--- config.mk ---
export PLATFORM = sky130hd
export DESIGN_NAME = alu_result_stage
export DESIGN_NICKNAME = d
export VERILOG_FILES = /design/src/rtl/alu_result_stage.sv
export SDC_FILE = /design/constraint.sdc
export NUM_CORES = 1
export LEC_CHECK = 0
export BUFFER_PORTS_ARGS = -buffer_cell sky130_fd_sc_hd__buf_2
export CORE_UTILIZATION = 30
export CTS_CLUSTER_SIZE = 14
export DETAILED_ROUTE_END_ITERATION = 7
export PLACE_DENSITY = 0.57
export SETUP_SLACK_MARGIN = 0.1
export SYNTH_ARGS = -nofsm -noshare
export SYNTH_HDL_FRONTEND = slang
export SYNTH_SLANG_ARGS = --single-unit
export TNS_END_PERCENT = 5
--- constraint.sdc ---
create_clock -name clk -period 2.3 [get_ports clk]
set_clock_uncertainty 0.05 [all_clocks]
set_input_delay 0.69 -clock clk [delete_from_list [all_inputs] [get_ports clk]]
set_output_delay 0.69 -clock clk [all_outputs]
set_load 0.01 [all_outputs]
--- src/rtl/alu_result_stage.sv ---
// alu_result_stage: ALU result FIFO toward MEM/WB plus CCR {Z,N,V} and branch evaluation; FLAG_BYPASS_EN forwards next-CCR to br_taken
module alu_result_stage #(
    parameter int DATA_W = 16,
    parameter int REG_AW = 4,
    parameter int DEPTH  = 2
) (
    input  logic              clk,
    input  logic              rst,
    input  logic              flush,
    input  logic              in_valid,
    output logic              in_ready,
    input  logic [DATA_W-1:0] in_result,
    input  logic              in_v,
    input  logic              in_n,
    input  logic              in_z,
    input  logic [3:0]        in_ctrl,
    input  logic [REG_AW-1:0] in_dst,
    input  logic              in_wr,
    output logic              out_valid,
    input  logic              out_ready,
    output logic [DATA_W-1:0] out_result,
    output logic [REG_AW-1:0] out_dst,
    output logic              out_wr,
    output logic [2:0]        ccr,
    input  logic [2:0]        br_cond,
    output logic              br_taken
);
    localparam int AW = $clog2(DEPTH);
    localparam int CW = AW + 1;

    logic [DATA_W-1:0] mem_result [DEPTH];
    logic [REG_AW-1:0] mem_dst    [DEPTH];
    logic              mem_wr     [DEPTH];
    logic [AW-1:0]     wr_ptr, rd_ptr;
    logic [CW-1:0]     count;
    logic              push, pop;
    logic [2:0]        next_ccr, flags;

    assign in_ready   = count != CW'(DEPTH);
    assign out_valid  = count != '0;
    assign push       = in_valid & in_ready & ~flush;
    assign pop        = out_valid & out_ready & ~flush;
    assign out_result = mem_result[rd_ptr];
    assign out_dst    = mem_dst[rd_ptr];
    assign out_wr     = mem_wr[rd_ptr];

    // Pointer and occupancy bookkeeping; flush empties the queue outright
    always_ff @(posedge clk or posedge rst) begin
        if (rst) begin
            wr_ptr <= '0;
            rd_ptr <= '0;
            count  <= '0;
        end else if (flush) begin
            wr_ptr <= '0;
            rd_ptr <= '0;
            count  <= '0;
        end else begin
            wr_ptr <= push ? wr_ptr + AW'(1) : wr_ptr;
            rd_ptr <= pop ? rd_ptr + AW'(1) : rd_ptr;
            count  <= count + CW'(push) - CW'(pop);
        end
    end

    // Entry storage, cleared on reset so the head outputs are never X
    always_ff @(posedge clk or posedge rst) begin
        if (rst) begin
            for (int i = 0; i < DEPTH; i++) begin
                mem_result[i] <= '0;
                mem_dst[i]    <= '0;
                mem_wr[i]     <= 1'b0;
            end
        end else if (push) begin
            mem_result[wr_ptr] <= in_result;
            mem_dst[wr_ptr]    <= in_dst;
            mem_wr[wr_ptr]     <= in_wr;
        end
    end

    // Arithmetic ops (ctrl[3:2]==00) set all flags; logic/shift ops only refresh Z
    always_comb begin
        next_ccr = ccr;
        if (push)
            next_ccr = (in_ctrl[3:2] == 2'b00) ? {in_z, in_n, in_v} : {in_z, ccr[1:0]};
    end

    // Architectural condition-code register
    always_ff @(posedge clk or posedge rst) begin
        if (rst)
            ccr <= 3'b000;
        else
            ccr <= next_ccr;
    end

`ifdef FLAG_BYPASS_EN
    assign flags = next_ccr;
`else
    assign flags = ccr;
`endif

    // Branch condition decode against {Z,N,V}
    always_comb begin
        br_taken = 1'b1;
        case (br_cond)
            3'b000: br_taken = ~flags[2];
            3'b001: br_taken = flags[2];
            3'b010: br_taken = ~flags[2] & ~flags[1];
            3'b011: br_taken = flags[1];
            3'b100: br_taken = flags[2] | (~flags[2] & ~flags[1]);
            3'b101: br_taken = flags[1] | flags[2];
            3'b110: br_taken = flags[0];
            default: br_taken = 1'b1;
        endcase
    end
endmodule

Word level (Yosys, flattened, before mapping) --
Cells that the tools add are included.
Word-level totals: bits in registers 49, bits of input ports 36, output and inout port bits 27, word-level logic and storage cells 68
Cells by class: $add $sub $neg 4, order comparisons 3, equal/unequal tests 7, multiplexer cells 24, bitwise gates (word level) 12, reductions and logical operators 7
Operators with widths (number):
- 2-to-1 mux 16 bit | 4
- bitwise mux 32 bit | 1
- demux 16 bit (select 1 bit) | 1
- 2-to-1 mux 4 bit | 4
- equality test 3 bit, second input constant | 3
- bitwise mux 8 bit | 1
- 2-to-1 mux 1 bit | 8
- case mux 1 bit (7 select lines) | 1
- equality test 3 x 2 -> 1 bit, second input constant | 2
- nonzero test 2 bit | 3
- AND 1 bit | 5
- demux 4 bit (select 1 bit) | 1
- >= comparator 2 bit, second input constant | 2
- NOT 1 -> 2 bit | 2
- equality test 3 x 1 -> 1 bit, second input constant | 1
- zero test 3 bit | 1
- NOT 1 bit | 3
- adder 1 bit, second input constant | 2
- adder 2 x 1 -> 2 bit | 1
- bitwise mux 2 bit | 1
- zero test 2 bit | 1
- < comparator 2 x 1 -> 1 bit, second input constant | 1
- 2-to-1 mux 2 bit | 1
- != test 2 bit, second input constant | 1
- 5 further kinds | 6

Logic depth before layout (Yosys ltp) --
word-level depth 6, gate-level depth with buffers 9, gate-level depth less buffers 9

Worst setup path before layout --
OpenSTA, ideal clock, no wires.
path type input -> output, start point input port br_cond[1], end point output port br_taken, data arrival time 1481 ps, data required time 1560 ps, path slack 79 ps, cell stages on the path 3, path buffers 0, path through or3b_2 -> a311oi_1 -> a21oi_1
On the way: longest elaborated chain between the ends 2, elaborated cells on any way between the ends 8, classes of those cells eq/ne (6); mux (1); reduce/logical (1)
Ends and longest elaborated chain:
- from (decl) | line 25 | input logic [2:0] br_cond,
- equality test 3 bit, or another cell as far along | line 103 | case (br_cond)
- case mux 1 bit (7 select lines) (*) | line 103
- to (decl) | line 26 | output logic br_taken
Mark *: on every way between the ends. The rest lies on a longest branch, timed or not.

Worst setup path after layout --
Ends and elaborated chain as after synthesis.

==> metrics list <==
- Cell with the most instances after synthesis: dfrtp_1
- Largest stage delay on the critical path: 360 ps
- Data arrival time at the worst-slack endpoint: 1540 ps
- The HPWL after detailed placement is 2960 um.
- Synth Register Bits: 49
- Post-synth EDFFs: 0
* Insertion delay of the later-clocked pin in the worst-skew pair: 290 ps
- Global routing finished with a remaining overflow of 0.
* Area overhead of the layout relative to synthesis: 24.7%
* Final hold violation count: 0
- Maximum VDD drop: roughly 0.28 mV
- The number of antenna diodes in the final layout is 0.
- The max-slew violation count came to 0.
- Sinks on the clock net: 49
- Time the worst path needs with I/O delays and setup: 2280 ps
- First-pass iteration count of the detailed router: 4
* Result of the run: completed
- Once detail routing completed, the nets flagged for antenna violations numbered 0.
- Power Total: about 2.7 mW
- The die covers 8170 um2.
- Summed over its instances, the top area cell type makes up a little over half of the synthesized netlist area.
- Number of fill cells: 716
- Routability-driven placement finished with a final weighted congestion of 0.695.
* Library cells used by synthesis: 27
- Via count of the first global-routing pass: 1530
- The worst setup path is captured at a primary output.
- Most used flip-flop cell after synthesis: dfrtp_1
* Synthesized Nets: 193
* Die span in y: 90.4 um
- The min-delay analysis places its worst path in the category in2async.
* Area inside the core boundary: 7410 um2
* Final worst-path cycle share: 99.1%
- dfrtp_1 takes more of the synthesized area than any other cell.
* Number of buffers created by CTS: 5
* Crit-path cells: buf_6 -> or3b_4 -> a311oi_2 -> a21oi_1 -> buf_2
- Clock-pin slew was measured on the worst setup and hold paths at 90 ps.
- TritonCTS built the clock tree.
- After detailed routing, the number of remaining DRC violations is 0.
- Mean instance size in the synthesized netlist: 15.1 um2
- Violation count after the first detailed-route iteration: 35
- The number of antenna violations at the first check in global routing came to 0.
* Largest net degree at the start of global routing: 23
- The tree is rooted in a clkbuf_8.
* R2R cell count: 8
- Synth cell count leaders: dfrtp_1 (49), mux2_2 (46), mux2_4 (20), buf_6 (4), nor2_1 (4)
- The net count of the finished layout is 263.
- After detailed routing, the average wire length per cell comes to 13.6 um.
- The routed design has 4400 um of wire.
* Pwr per Cell Area: 939 nW/um2
- Final WS setup: 21.5 ps
- Rows: 31
- For this run, asynchronously set or reset flops after synthesis account for between 90% and 100%.
- Kind of start point of the critical path: primary input
- Sequential Area: 1230 um2
- Final number of setup-violating endpoints: 0
- Reported net switching power: 768 uW
- For this run, the total global-route usage over all layers was measured as 11.9%.
* Global-route wire length before repair: 7670 um
- Number of max-capacitance violations reported: 0
- Measured against its own limit, the worst slew margin works out to 76.7%.
- Starting density of the core: 31.7%
- In this run switching power makes up between 20% and 30% of total power.
* Leakage power of the design: 1.40 nW
- Dividing the detail-routed via count by the number of cells gives 4.49.
- Share of total power in the clock network: 18.4%
- The Yosys step of the flow raised 0 warnings.
- In this run the deepest clock path goes through 2 buffers.
- After technology mapping, the gate count stands at 155.
* Post-synthesis instance area: roughly 2300 um2
* Ports: 63
- The slowest stage of the critical path belongs to the cell or3b_4.
- Hold buffers post-CTS: 0
- Sequential cell area fraction in the yosys report: approximately 52%
- Combinational fraction of design power: 35.1%
* Unrepaired setup endpoints after global routing: yes
* Number of H-tree levels: 2
* Die X: 90.4 um
- OpenSTA, run right after detailed placement, puts the worst setup slack at -112 ps.
- By area the synthesized netlist is led by dfrtp_1 (52%), mux2_2 (22%), mux2_4 (13%), buf_6 (1.9%), nor2b_4 (1.2%).
- Registers are responsible for between 40% and 50% of the overall power.
- For the worst setup path, the data required time is 1560 ps.
* Fraction of layout instances using a drive strength above 1: 66.7%
- Number of buffer cells added on primary ports: 60
- CP max FO: 2
- Slew at the pin with the worst max-slew slack: 349 ps
* Category of the most critical setup path: in2out
* Via count: 1455
- For this run, the top clock speed supported by timing is around 440 MHz.
* Multi-input gate area in the final layout: 1060 um2
- The internal portion of the total power is 1.98 mW.
==> state kept, by name, summed over array words and instances (netlist names) <==
name and flops:
ccr 3, count 2, mem_dst 8, mem_result 32, mem_wr 2, rd_ptr 1
wr_ptr 1
==> per-stage QoR <==
stage	std cells	util, %	TNS [ps]	cell area, um2	hold slack, ps
floorplan	155	-	0	2340	404
global route	324	39.5	-7.51	2920	322
detailed placement	315	37.8	-112	2800	438
CTS	323	39.2	-27.4	2910	307
finish	324	39.5	0	2920	301
global placement	315	37.8	-98.2	2800	423
==> critical path, delay by kind of cell <==
kind,cells,cell delay [ps]
AOI/OAI and AO/OA,2,260
and+or+nand+nor,1,360
buffers and inverters,2,230
==> cells by family (layout without fill, tap and decap cells) <==
family | Yosys count | in the layout | share of synthesized area [%]
AOI/OAI and AO/OA | 7 | 7 | 1.76
and+or+nand+nor | 18 | 18 | 5.76
DFF | 49 | 49 | 52.3
buffers and inverters | 10 | 80 | 2.99
xor gates and xnor gates | 2 | 2 | 0.747
adders and majority gates | 2 | 2 | 1.07
muxes | 67 | 67 | 35.4
==> power by group through the flow <==
stage                     logic (mW)  clock network (mW)  registers [mW]
final                          0.965               0.506            1.27
after global routing            1.06               0.567            1.31
after CTS                      0.973               0.544            1.28
after detailed placement       0.956                   0            1.30
after global placement         0.946                   0            1.29
after floorplan                0.685                   0            1.26
==> cell type report <==
| type | count | area share, % |
|---|---|---|
| sequential | 49 | 41.9 |
| tap | 99 | 4.24 |
| clock buffer | 7 | 2.95 |
| inverter | 4 | 0.513 |
| timing repair buffer | 69 | 14.2 |
| multi-input combinational | 96 | 36.2 |
==> layout by cell type (no fill, tap or decap), types with 2 or more instances in the layout <==
master / count
xor2_1: 2
nor2b_4: 2
nor2_1: 4
buf_6: 2
inv_2: 2
mux2_4: 20
buf_4: 5
o21ai_0: 2
dfrtp_1: 49
mux2_2: 46
clkbuf_8: 6
inv_1: 2
a21oi_1: 2
buf_2: 59
or3_1: 2
ha_1: 2
buf_12: 3
==> per-layer routing <==
layer | GRT usage [%] | wire [um]
met1 | 15.3 | 2020
met2 | 19.4 | 2170
met3 | 2.78 | 158
met4 | 4.44 | 50
met5 | 0 | 0
==> what timing repair did <==
action / CTS / global route
pin swaps: 2 / 3
endpoints found under the setup margin: 1 / 1
resized for setup: 2 / 3
buffers inserted: 1 / 1
==> final timing paths <==
check / start / to / slack, ps
worst max-delay path: br_cond[1] / br_taken / 20
max in group asynchronous: rst / mem_result[10]$_DFFE_PP0P_ / 1280
worst min register to register: mem_result[29]$_DFFE_PP0P_ / mem_result[29]$_DFFE_PP0P_ / 450
worst min-delay path: rst / mem_result[3]$_DFFE_PP0P_ / 300
min in group clk: mem_result[29]$_DFFE_PP0P_ / mem_result[29]$_DFFE_PP0P_ / 450
worst max register to register: count[1]$_DFF_PP0_ / count[1]$_DFF_PP0_ / 450
Note: power is estimated with default switching activity, not from simulation.
